`src/rtl/ram_line_master_pkg.sv`:
```
// Shared encodings and geometry for the cache-side line RAM controller.
package cache_mem_pkg;

   localparam int LINE_W     = 128;
   localparam int LINE_OFF_W = 4;
   localparam int RAM_IDX_W  = 9;

   localparam logic [1:0] MTYPE_LINE = 2'b11;
   localparam logic [1:0] MTYPE_NONE = 2'b00;

   typedef enum logic [1:0] {
      OP_READ  = 2'b00,
      OP_WRITE = 2'b01,
      OP_SWAP  = 2'b10,
      OP_RSVD  = 2'b11
   } op_e;

   typedef enum logic [1:0] {
      ST_IDLE,
      ST_WAIT,
      ST_ACCESS,
      ST_RESP
   } state_e;

   typedef enum logic {
      PH_WR,
      PH_RD
   } phase_e;

   // Bit 31 is a don't-care alias; anything set in [30:9] falls outside the 512-byte array.
   function automatic logic in_range(input logic [31:0] a);
      return a[30:RAM_IDX_W] == '0;
   endfunction

endpackage

```
`src/rtl/ram_line_master_if.sv`:
```
// Cache-side request/response handshake for the line RAM controller.
interface ram_line_master_if #(
   parameter int ADDR_W = 32,
   parameter int LINE_W = 128
);
   logic              req_valid;
   logic              req_ready;
   logic [1:0]        req_op;
   logic [ADDR_W-1:0] req_addr;
   logic [ADDR_W-1:0] req_wb_addr;
   logic [LINE_W-1:0] req_wdata;
   logic              resp_valid;
   logic              resp_ready;
   logic [LINE_W-1:0] resp_rdata;
   logic              resp_err;

   modport master (
      output req_valid, req_op, req_addr, req_wb_addr, req_wdata, resp_ready,
      input  req_ready, resp_valid, resp_rdata, resp_err
   );

   modport slave (
      input  req_valid, req_op, req_addr, req_wb_addr, req_wdata, resp_ready,
      output req_ready, resp_valid, resp_rdata, resp_err
   );
endinterface

```
`src/rtl/ram_line_master_timer.sv`:
```
// Loadable down-counter with zero flag; reloaded for each wait phase of a request.
module mem_lat_timer #(
   parameter int W = 4
) (
   input  logic         clka,
   input  logic         rst,
   input  logic         load,
   input  logic [W-1:0] load_val,
   input  logic         dec,
   output logic         zero
);
   logic [W-1:0] cnt;

   always_ff @(posedge clka or posedge rst) begin
      if (rst)                    cnt <= '0;
      else if (load)              cnt <= load_val;
      else if (dec && cnt != '0)  cnt <= cnt - 1'b1;
   end

   assign zero = (cnt == '0);
endmodule

```
`src/rtl/ram_line_master.sv`:
```
// Line RAM initiator: holds each read/write/swap request for LATENCY cycles per
// access phase, drives the RAM port for one cycle, then returns the line.
module ram_line_master #(
   parameter int LATENCY = 4,
   parameter int ADDR_W  = 32,
   parameter int LINE_W  = cache_mem_pkg::LINE_W
) (
   input  logic              clka,
   input  logic              rst,
   ram_line_master_if.slave  bus,
   output logic [ADDR_W-1:0] addra,
   output logic [LINE_W-1:0] dina,
   output logic              wea,
   input  logic [LINE_W-1:0] douta,
   output logic [1:0]        mtype
);
   import cache_mem_pkg::*;

   localparam int         CNT_W  = 4;
   localparam logic [3:0] LAT_M1 = 4'(LATENCY - 1);

   state_e            state, state_n;
   phase_e            phase;
   op_e               op_q;
   logic [ADDR_W-1:0] addr_q, wb_q, cur_addr;
   logic [LINE_W-1:0] wdata_q, rdata_q;
   logic              err_q;
   logic              cur_ok;
   logic              cnt_load, cnt_dec, cnt_zero;

   mem_lat_timer #(.W(CNT_W)) u_timer (
      .clka     (clka),
      .rst      (rst),
      .load     (cnt_load),
      .load_val (LAT_M1),
      .dec      (cnt_dec),
      .zero     (cnt_zero)
   );

   assign cur_addr = (phase == PH_WR) ? wb_q : addr_q;
   assign cur_ok   = in_range(cur_addr[31:0]);

   always_comb begin
      state_n  = state;
      cnt_load = 1'b0;
      cnt_dec  = 1'b0;
      unique case (state)
         ST_IDLE: if (bus.req_valid) begin
            state_n  = ST_WAIT;
            cnt_load = 1'b1;
         end
         ST_WAIT: begin
            if (cnt_zero) state_n = ST_ACCESS;
            else          cnt_dec = 1'b1;
         end
         ST_ACCESS: begin
            // Swap turns around after the writeback and waits again for the refill.
            if (phase == PH_WR && op_q == OP_SWAP) begin
               state_n  = ST_WAIT;
               cnt_load = 1'b1;
            end else begin
               state_n  = ST_RESP;
            end
         end
         ST_RESP: if (bus.resp_ready) state_n = ST_IDLE;
         default: state_n = ST_IDLE;
      endcase
   end

   always_ff @(posedge clka or posedge rst) begin
      if (rst) begin
         state   <= ST_IDLE;
         phase   <= PH_RD;
         op_q    <= OP_READ;
         addr_q  <= '0;
         wb_q    <= '0;
         wdata_q <= '0;
         rdata_q <= '0;
         err_q   <= 1'b0;
      end else begin
         state <= state_n;
         if (state == ST_IDLE && bus.req_valid) begin
            op_q    <= op_e'(bus.req_op);
            addr_q  <= {bus.req_addr[ADDR_W-1:LINE_OFF_W], {LINE_OFF_W{1'b0}}};
            wb_q    <= {bus.req_wb_addr[ADDR_W-1:LINE_OFF_W], {LINE_OFF_W{1'b0}}};
            wdata_q <= bus.req_wdata;
            err_q   <= 1'b0;
            phase   <= (bus.req_op == OP_WRITE || bus.req_op == OP_SWAP) ? PH_WR : PH_RD;
         end
         if (state == ST_ACCESS) begin
            if (!cur_ok) err_q <= 1'b1;
            if (phase == PH_WR) begin
               if (op_q == OP_SWAP) phase   <= PH_RD;
               else                 rdata_q <= '0;
            end else begin
               rdata_q <= cur_ok ? douta : '0;
            end
         end
      end
   end

   assign addra = cur_addr;
   assign dina  = wdata_q;
   assign wea   = (state == ST_ACCESS) && (phase == PH_WR) && cur_ok;
   assign mtype = (state == ST_ACCESS) ? MTYPE_LINE : MTYPE_NONE;

   assign bus.req_ready  = (state == ST_IDLE);
   assign bus.resp_valid = (state == ST_RESP);
   assign bus.resp_rdata = rdata_q;
   assign bus.resp_err   = err_q;
endmodule

```
`src/flat_wrapper.sv`:
```
// flat-port wrapper written by rule: the top's interface ports become plain ports
module ram_line_master_flat import cache_mem_pkg::*;
#(
   parameter int LATENCY = 4,
   parameter int ADDR_W  = 32,
   parameter int LINE_W  = cache_mem_pkg::LINE_W
)
  (clka, rst, addra, dina, wea, douta, mtype, bus_req_valid, bus_req_op, bus_req_addr, bus_req_wb_addr, bus_req_wdata, bus_resp_ready, bus_req_ready, bus_resp_valid, bus_resp_rdata, bus_resp_err);
  ram_line_master_if #(.ADDR_W(ADDR_W), .LINE_W(LINE_W)) bus_i ();
  input  logic clka;
  input  logic rst;
  output logic [ADDR_W-1:0] addra;
  output logic [LINE_W-1:0] dina;
  output logic wea;
  input  logic [LINE_W-1:0] douta;
  output logic [1:0] mtype;
  input wire logic [$bits(bus_i.req_valid)-1:0] bus_req_valid;
  input wire logic [$bits(bus_i.req_op)-1:0] bus_req_op;
  input wire logic [$bits(bus_i.req_addr)-1:0] bus_req_addr;
  input wire logic [$bits(bus_i.req_wb_addr)-1:0] bus_req_wb_addr;
  input wire logic [$bits(bus_i.req_wdata)-1:0] bus_req_wdata;
  input wire logic [$bits(bus_i.resp_ready)-1:0] bus_resp_ready;
  output wire logic [$bits(bus_i.req_ready)-1:0] bus_req_ready;
  output wire logic [$bits(bus_i.resp_valid)-1:0] bus_resp_valid;
  output wire logic [$bits(bus_i.resp_rdata)-1:0] bus_resp_rdata;
  output wire logic [$bits(bus_i.resp_err)-1:0] bus_resp_err;
  assign bus_i.req_valid = bus_req_valid;
  assign bus_i.req_op = bus_req_op;
  assign bus_i.req_addr = bus_req_addr;
  assign bus_i.req_wb_addr = bus_req_wb_addr;
  assign bus_i.req_wdata = bus_req_wdata;
  assign bus_i.resp_ready = bus_resp_ready;
  assign bus_req_ready = bus_i.req_ready;
  assign bus_resp_valid = bus_i.resp_valid;
  assign bus_resp_rdata = bus_i.resp_rdata;
  assign bus_resp_err = bus_i.resp_err;
  ram_line_master #(.LATENCY(LATENCY), .ADDR_W(ADDR_W), .LINE_W(LINE_W)) u_core (.clka(clka), .rst(rst), .bus(bus_i), .addra(addra), .dina(dina), .wea(wea), .douta(douta), .mtype(mtype));
endmodule
```
`config.mk`:
```
export PLATFORM = sky130hd
export DESIGN_NAME = ram_line_master_flat
export DESIGN_NICKNAME = d
export VERILOG_FILES = /design/src/rtl/ram_line_master_pkg.sv /design/src/rtl/ram_line_master_if.sv /design/src/rtl/ram_line_master_timer.sv /design/src/rtl/ram_line_master.sv /design/src/flat_wrapper.sv
export SDC_FILE = /design/constraint.sdc
export NUM_CORES = 1
export LEC_CHECK = 0
export BUFFER_PORTS_ARGS = -buffer_cell sky130_fd_sc_hd__buf_2
export CAP_MARGIN = 20
export CORE_AREA = 2 2 243 245
export CTS_CLUSTER_DIAMETER = 50
export CTS_CLUSTER_SIZE = 28
export DETAILED_ROUTE_END_ITERATION = 8
export DIE_AREA = 0 0 245 247
export GPL_TIMING_DRIVEN = 0
export PLACE_DENSITY = 0.46
export SLEW_MARGIN = 10
export SYNTH_ARGS = -nofsm -noshare
export SYNTH_HDL_FRONTEND = slang
export SYNTH_SLANG_ARGS = --single-unit
```
`constraint.sdc`:
```
create_clock -name clka -period 31.9 [get_ports clka]
set_input_delay 7.975 -clock clka [delete_from_list [all_inputs] [get_ports clka]]
set_output_delay 7.975 -clock clka [all_outputs]
set_load 0.02 [all_outputs]
```
### Yosys cells after proc, flatten, opt, wreduce, memory -nomap -nowiden

Index checks and enable logic that the tools add are counted.

| word-level totals | value |
|---|---|
| register bits | 322 |
| latch bits | 0 |
| memory bits (writable) | 0 |
| ROM bits | 0 |
| input bits | 326 |
| output and inout port bits | 294 |
| word-level logic and storage cells | 59 |
| memories kept | 0 |

| cells by class | value |
|---|---|
| $add $sub $neg | 1 |
| multiply operators | 0 |
| div/mod/pow operators | 0 |
| order comparisons | 0 |
| equality and inequality tests | 10 |
| shift-type cells | 0 |
| mux-type cells | 25 |
| bitwise gates (word level) | 1 |
| reductions and logical operators | 13 |

Operators with widths:

| operator | count |
|---|---|
| 2-to-1 mux 128 bit | 3 |
| 2-to-1 mux 32 bit | 1 |
| zero test 22 bit | 1 |
| 2-to-1 mux 1 bit | 12 |
| 2-to-1 mux 2 bit | 5 |
| == test 2 bit (second input constant) | 4 |
| 2-to-1 mux 4 bit | 2 |
| case mux 2 bit (4 select lines) | 1 |
| logical AND 1 bit | 5 |
| == test 2 x 1 -> 1 bit (second input constant) | 2 |
| zero test 4 bit | 1 |
| inequality test 2 x 1 -> 1 bit (second input constant) | 2 |
| inequality test 2 bit (second input constant) | 2 |
| nonzero test 4 bit | 1 |
| subtractor 4 x 1 -> 4 bit (second input constant) | 1 |
| AND reduction 3 bit | 1 |
| zero test 2 bit | 1 |
| case mux 1 bit (2 select lines) | 1 |
| AND reduction 2 bit | 1 |
| nonzero test 2 bit | 1 |
| logical OR 1 bit | 1 |
| NOT 1 bit | 1 |

### Longest topological paths before layout

| logic depth | value |
|---|---|
| depth in word-level cells | 7 |
| depth in mapped cells | 9 |
| mapped depth without buffers | 6 |

### Hierarchy

A second synthesis with hierarchy kept.

| second synthesis, totals | value |
|---|---|
| cell total of the unflattened synthesis | 1,486 |
| area, all modules | 13,477.9 um2 |

By module, submodules not included:

| module | instances | cells each | area an instance (um2) | sequential area each (um2) |
|---|---|---|---|---|
| ram_line_master | 1 | 1,458 | 13,216.4 | 7,958.9 |
| mem_lat_timer | 1 | 28 | 261.5 | 100.1 |

### Worst setup path after synthesis

No wires, ideal clock.

| path | value |
|---|---|
| path type | register -> output |
| start point | reg u_core.phase |
| end point | out wea |
| arrival | 1.974 ns |
| data required time | 23.925 ns |
| path slack | 21.951 ns |
| cell stages (with the launch flop) | 8 |
| path buffers | 3 |
| cells stage by stage | dfstp_2 -> buf_6 -> or4_4 -> o22ai_2 -> o211ai_2 -> buf_6 -> buf_6 -> nor4b_2 |

| on the way | value |
|---|---|
| word-level cells in the longest chain between the ends | 3 |
| elaborated cells on any way between the ends | 5 |
| those cells by class | mux (1); bitwise (1); reduce/logical (3) |

Ends and longest elaborated chain:

| item | line | source |
|---|---|---|
| start, declared | ram_line_master.sv:23 | `phase_e phase;` |
| start signal, assigned | ram_line_master.sv:88 | `phase <= (bus.req_op == OP_WRITE \|\| bus.req_op == OP_SWAP) ? PH_WR : PH_RD;` |
| 2-to-1 mux 32 bit / NOT 1 bit (equally long branches) | n/a |  |
| zero test 22 bit / logical AND 1 bit (equally long branches) | ram_line_master_pkg.sv:32, ram_line_master.sv:104 |  |
| logical AND 1 bit * | ram_line_master.sv:104 | `assign wea = (state == ST_ACCESS) && (phase == PH_WR) && cur_ok;` |
| end, declared | flat_wrapper.sv:14 | `output logic wea;` |

Mark *: on every way between the ends. The rest lies on a longest branch, timed or not.

### Final worst setup path

Ends and elaborated chain as after synthesis.

==> metrics.md <==
| Metric | Value |
|---|---|
| Commonest non-fill, non-tap cell in the layout | buf_2 |
| # IOs | 620 |
| Root Driver | clkbuf_16 |
| Routability cong. | around 0.89 |
| CP max stage delay | 530 ps |
| Max-slew violations | 0 |
| Core area | 58200 um^2 |
| Clock Latency Late Sink | 590 ps |
| Setup bufs post-CTS | 0 |
| Hold Path Origin | u_core.dina[46] |
| Max cap viols | 0 |
| P_leak | 9.49 nW |
| Total clock sinks | 322 |
| Area of the multi-input gates | 4730 um^2 |
| H-tree depth | 2 |
| Routed wire per std cell | 19.0 um |
| Worst Hold Slack | approximately 470 ps |
| Largest net degree at the start of global routing | 111 |
| DRC errors left | 0 |
| CP bufs+invs | 4 |
| Post-route minimum period | between 10000 and 15000 ps |
| Worst path cell trace | buf_6, or4_4, o22ai_2, o211ai_2, buf_6, buf_6, nor4b_2, buf_2 |
| Final WS setup | between 20000 and 25000 ps |
| Final setup violation count | 0 |
| DP HPWL | 40600 um |
| Layout area overhead | 43.6% |
| Via count | 12000 |
| Drt initial violations | roughly 390 |
| Delay-heaviest family, CP | buffers and inverters |
| Pre-CTS WS | 21420 ps |
| Most frequent CP cell | buf_6 |
| Mean Syn Cell Area | 10.5 um^2 |
| Synth async-reset ratio | 100% |
| Die width | 245 um |
| Endpoint class of the critical path | output pin |
| Critical path origin | u_core.phase |
| Most area-hungry cell type in the Yosys netlist | dfrtp_1 |
| Initial Utilization | 22.8% |
| R2r endpoint | u_core.bus.resp_rdata[31] |
| CTS tree | done |
| GRT Overall Usage | 16.9% |
| Tcrit/Tclk final | 34.5% |
| # port buffers | 607 |
| Synth Register Bits | between 300 and 400 |
| Max Buffers Root-to-Sink | 3 |
| Synth Warn # | 0 |
| Drt pass-1 iters | 4 |
| Mapped cell area | 13300 um^2 |
| Final Net Count | 2256 |
| Crit path kind | flip-flop to output pin |
| Final-report hold violation count | 0 |
| Hold Path Class | flip-flop to flip-flop |
| Final Skew | between 30 and 40 ps |
| Hold path cells | 2 |
| CTS buffer count | 47 |
| Worst r2r path cells | 6 |
| Worst-Margin Slew | 969 ps |
| Crit. path cell count | 8 |
| Worst vdd rail ir drop | 65.8 uV |
| Most frequent cells in the layout | buf_2, nand2_1, dfrtp_1 |
| Total gr overflow | 0 |
| EDFF count, synth | 0 |
| Core Rows | 89 |
| Total Wirelength | 52300 um |
| Unique masters post-synth | 42 |
| Sum Neg Setup Slack | 0 ps |
| Sequential fraction of the synthesis area | roughly three fifths |
| Fillers | 6141 |
| Cts hold-fix bufs | 0 |
| Pwr Density | 95.9 nW/um^2 |
| Flop2flop setup slack | about 29000 ps |
| Antenna violations before repair | 14 |
| Worst-path maximum fanout | 10 |
| CP arrival | 3030 ps |
| F_max | between 90 and 100 MHz |
| Top cell type's share of synthesized area | 60.5% |
| CTS resizes | 0 |
| Syn Inst Count | about 1300 |
| Worst Hold Endpoint | u_core.dina[46] |
| Routed vias/inst | around 4.4 |
| Top post-synthesis cells by area | dfrtp_1, nand2_1, mux2_2, nand4_1, o21ai_1 |
| Outcome | complete, no violations |
| CP Launch Type | flip-flop |
| Layout cells sized above 1 | 43.8% |
| Slowest CP cell | or4_4 |
| Routed Antenna Nets | 0 |
| Predominant post-synthesis flop cell | dfrtp_1 |
| Reg2reg start | u_core.addr_q[14] |
| First-pass GRT wire length | slightly below 80000 um |
| Crit path required time | 23930 ps |
| Die area | 60500 um^2 |
| Rel. slew slack | a little over a third |
| Worst-path clk slew | 50 ps |
| Die Ht | 247 um |
| FF+latch area | 8060 um^2 |
| RSZ-0062 raised after global routing | false |
| Number of global-route vias before repair | 12500 |
[worst register-to-register path, stage by stage (launching register included)]
cell and delay (ps):
dfrtp_1 400, or4_1 580, nor2_1 460, buf_2 440, clkbuf_1 490, nand4_1 290, o21ai_1 200
[synthesized netlist by cell type (2+ instances only)]
| master | n |
|---|---|
| nor3_1 | 3 |
| mux2_2 | 128 |
| ha_1 | 2 |
| xnor2_1 | 2 |
| o21ai_0 | 21 |
| xor2_1 | 2 |
| buf_4 | 5 |
| nor2_1 | 5 |
| clkbuf_1 | 79 |
| dfrtp_1 | 321 |
| o21ai_1 | 111 |
| nand4_1 | 128 |
| nand3_1 | 2 |
| nand2b_1 | 2 |
| and2_1 | 2 |
| inv_1 | 5 |
| and3_1 | 2 |
| nor4_1 | 3 |
| or4_1 | 4 |
| nand2_1 | 393 |
| buf_6 | 3 |
| buf_2 | 22 |
[final cells by class]
cell class	instances	share of cell area, %
Antenna cell	8	0.105
Buffer	110	2.53
Clock buffer	55	6.58
Clock inverter	33	2.07
Inverter	6	0.157
Multi-Input combinational cell	830	24.8
Sequential cell	322	42.2
Tap cell	773	5.07
Timing Repair Buffer	611	16.4
[registers in the layout, indices dropped and copies added (netlist names)]
name                   flops
u_core.bus.resp_err        1
u_core.state               2
u_core.addr_q             28
u_core.wb_q               28
u_core.op_q                2
u_core.phase               1
u_core.dina              128
u_core.u_timer.cnt         4
u_core.bus.resp_rdata    128
[logic make-up (layout without fill, tap and decap cells)]
logic type      after synthesis  after routing  synth area share, %
xor+xnor                      4              4                0.264
buf+inv                     116            815                 3.80
flops                       322            322                 60.7
other cells                   1             12               0.0282
mux                         129            129                 10.9
compound gates              139            139                 5.46
fa+ha+maj                     2              2                0.188
simple gates                552            552                 18.7
[worst max path at each step]
stage / endpoint / slack, ps
floorplan: u_core.addr_q[10] / 15010
global placement: u_core.dina[68] / 10870
detailed placement: wea / 21420
CTS: wea / 20750
global route: wea / 20770
finish: wea / 20890
[report_power, final]
part / internal (W) / switching [W] / total, W
clock: 0.000324 / 0.000219 / 0.000543
combinational: 0.000238 / 0.000436 / 0.000674
sequential: 0.000535 / 0.0000782 / 0.000613
[through the flow]
step	cells	utilization, %	total power [W]	instance area, um^2
finish	2748	32.8	0.00183	19100
global route	2746	32.7	0.00194	19100
CTS	2740	32.7	0.00186	19100
detailed placement	2652	29.9	0.00131	17400
global placement	2648	29.7	0.00130	17300
floorplan	1268	-	0.00102	13300
[routing by layer]
metal  GRT usage [%]  vias up  routed length, um
li1                -     5685                  -
met1            19.4     5795              20400
met2            29.9      465              26300
met3            5.69       86               4430
met4            4.73        8               1180
met5               0        -                 54
Power figures use the tool's default switching activity.
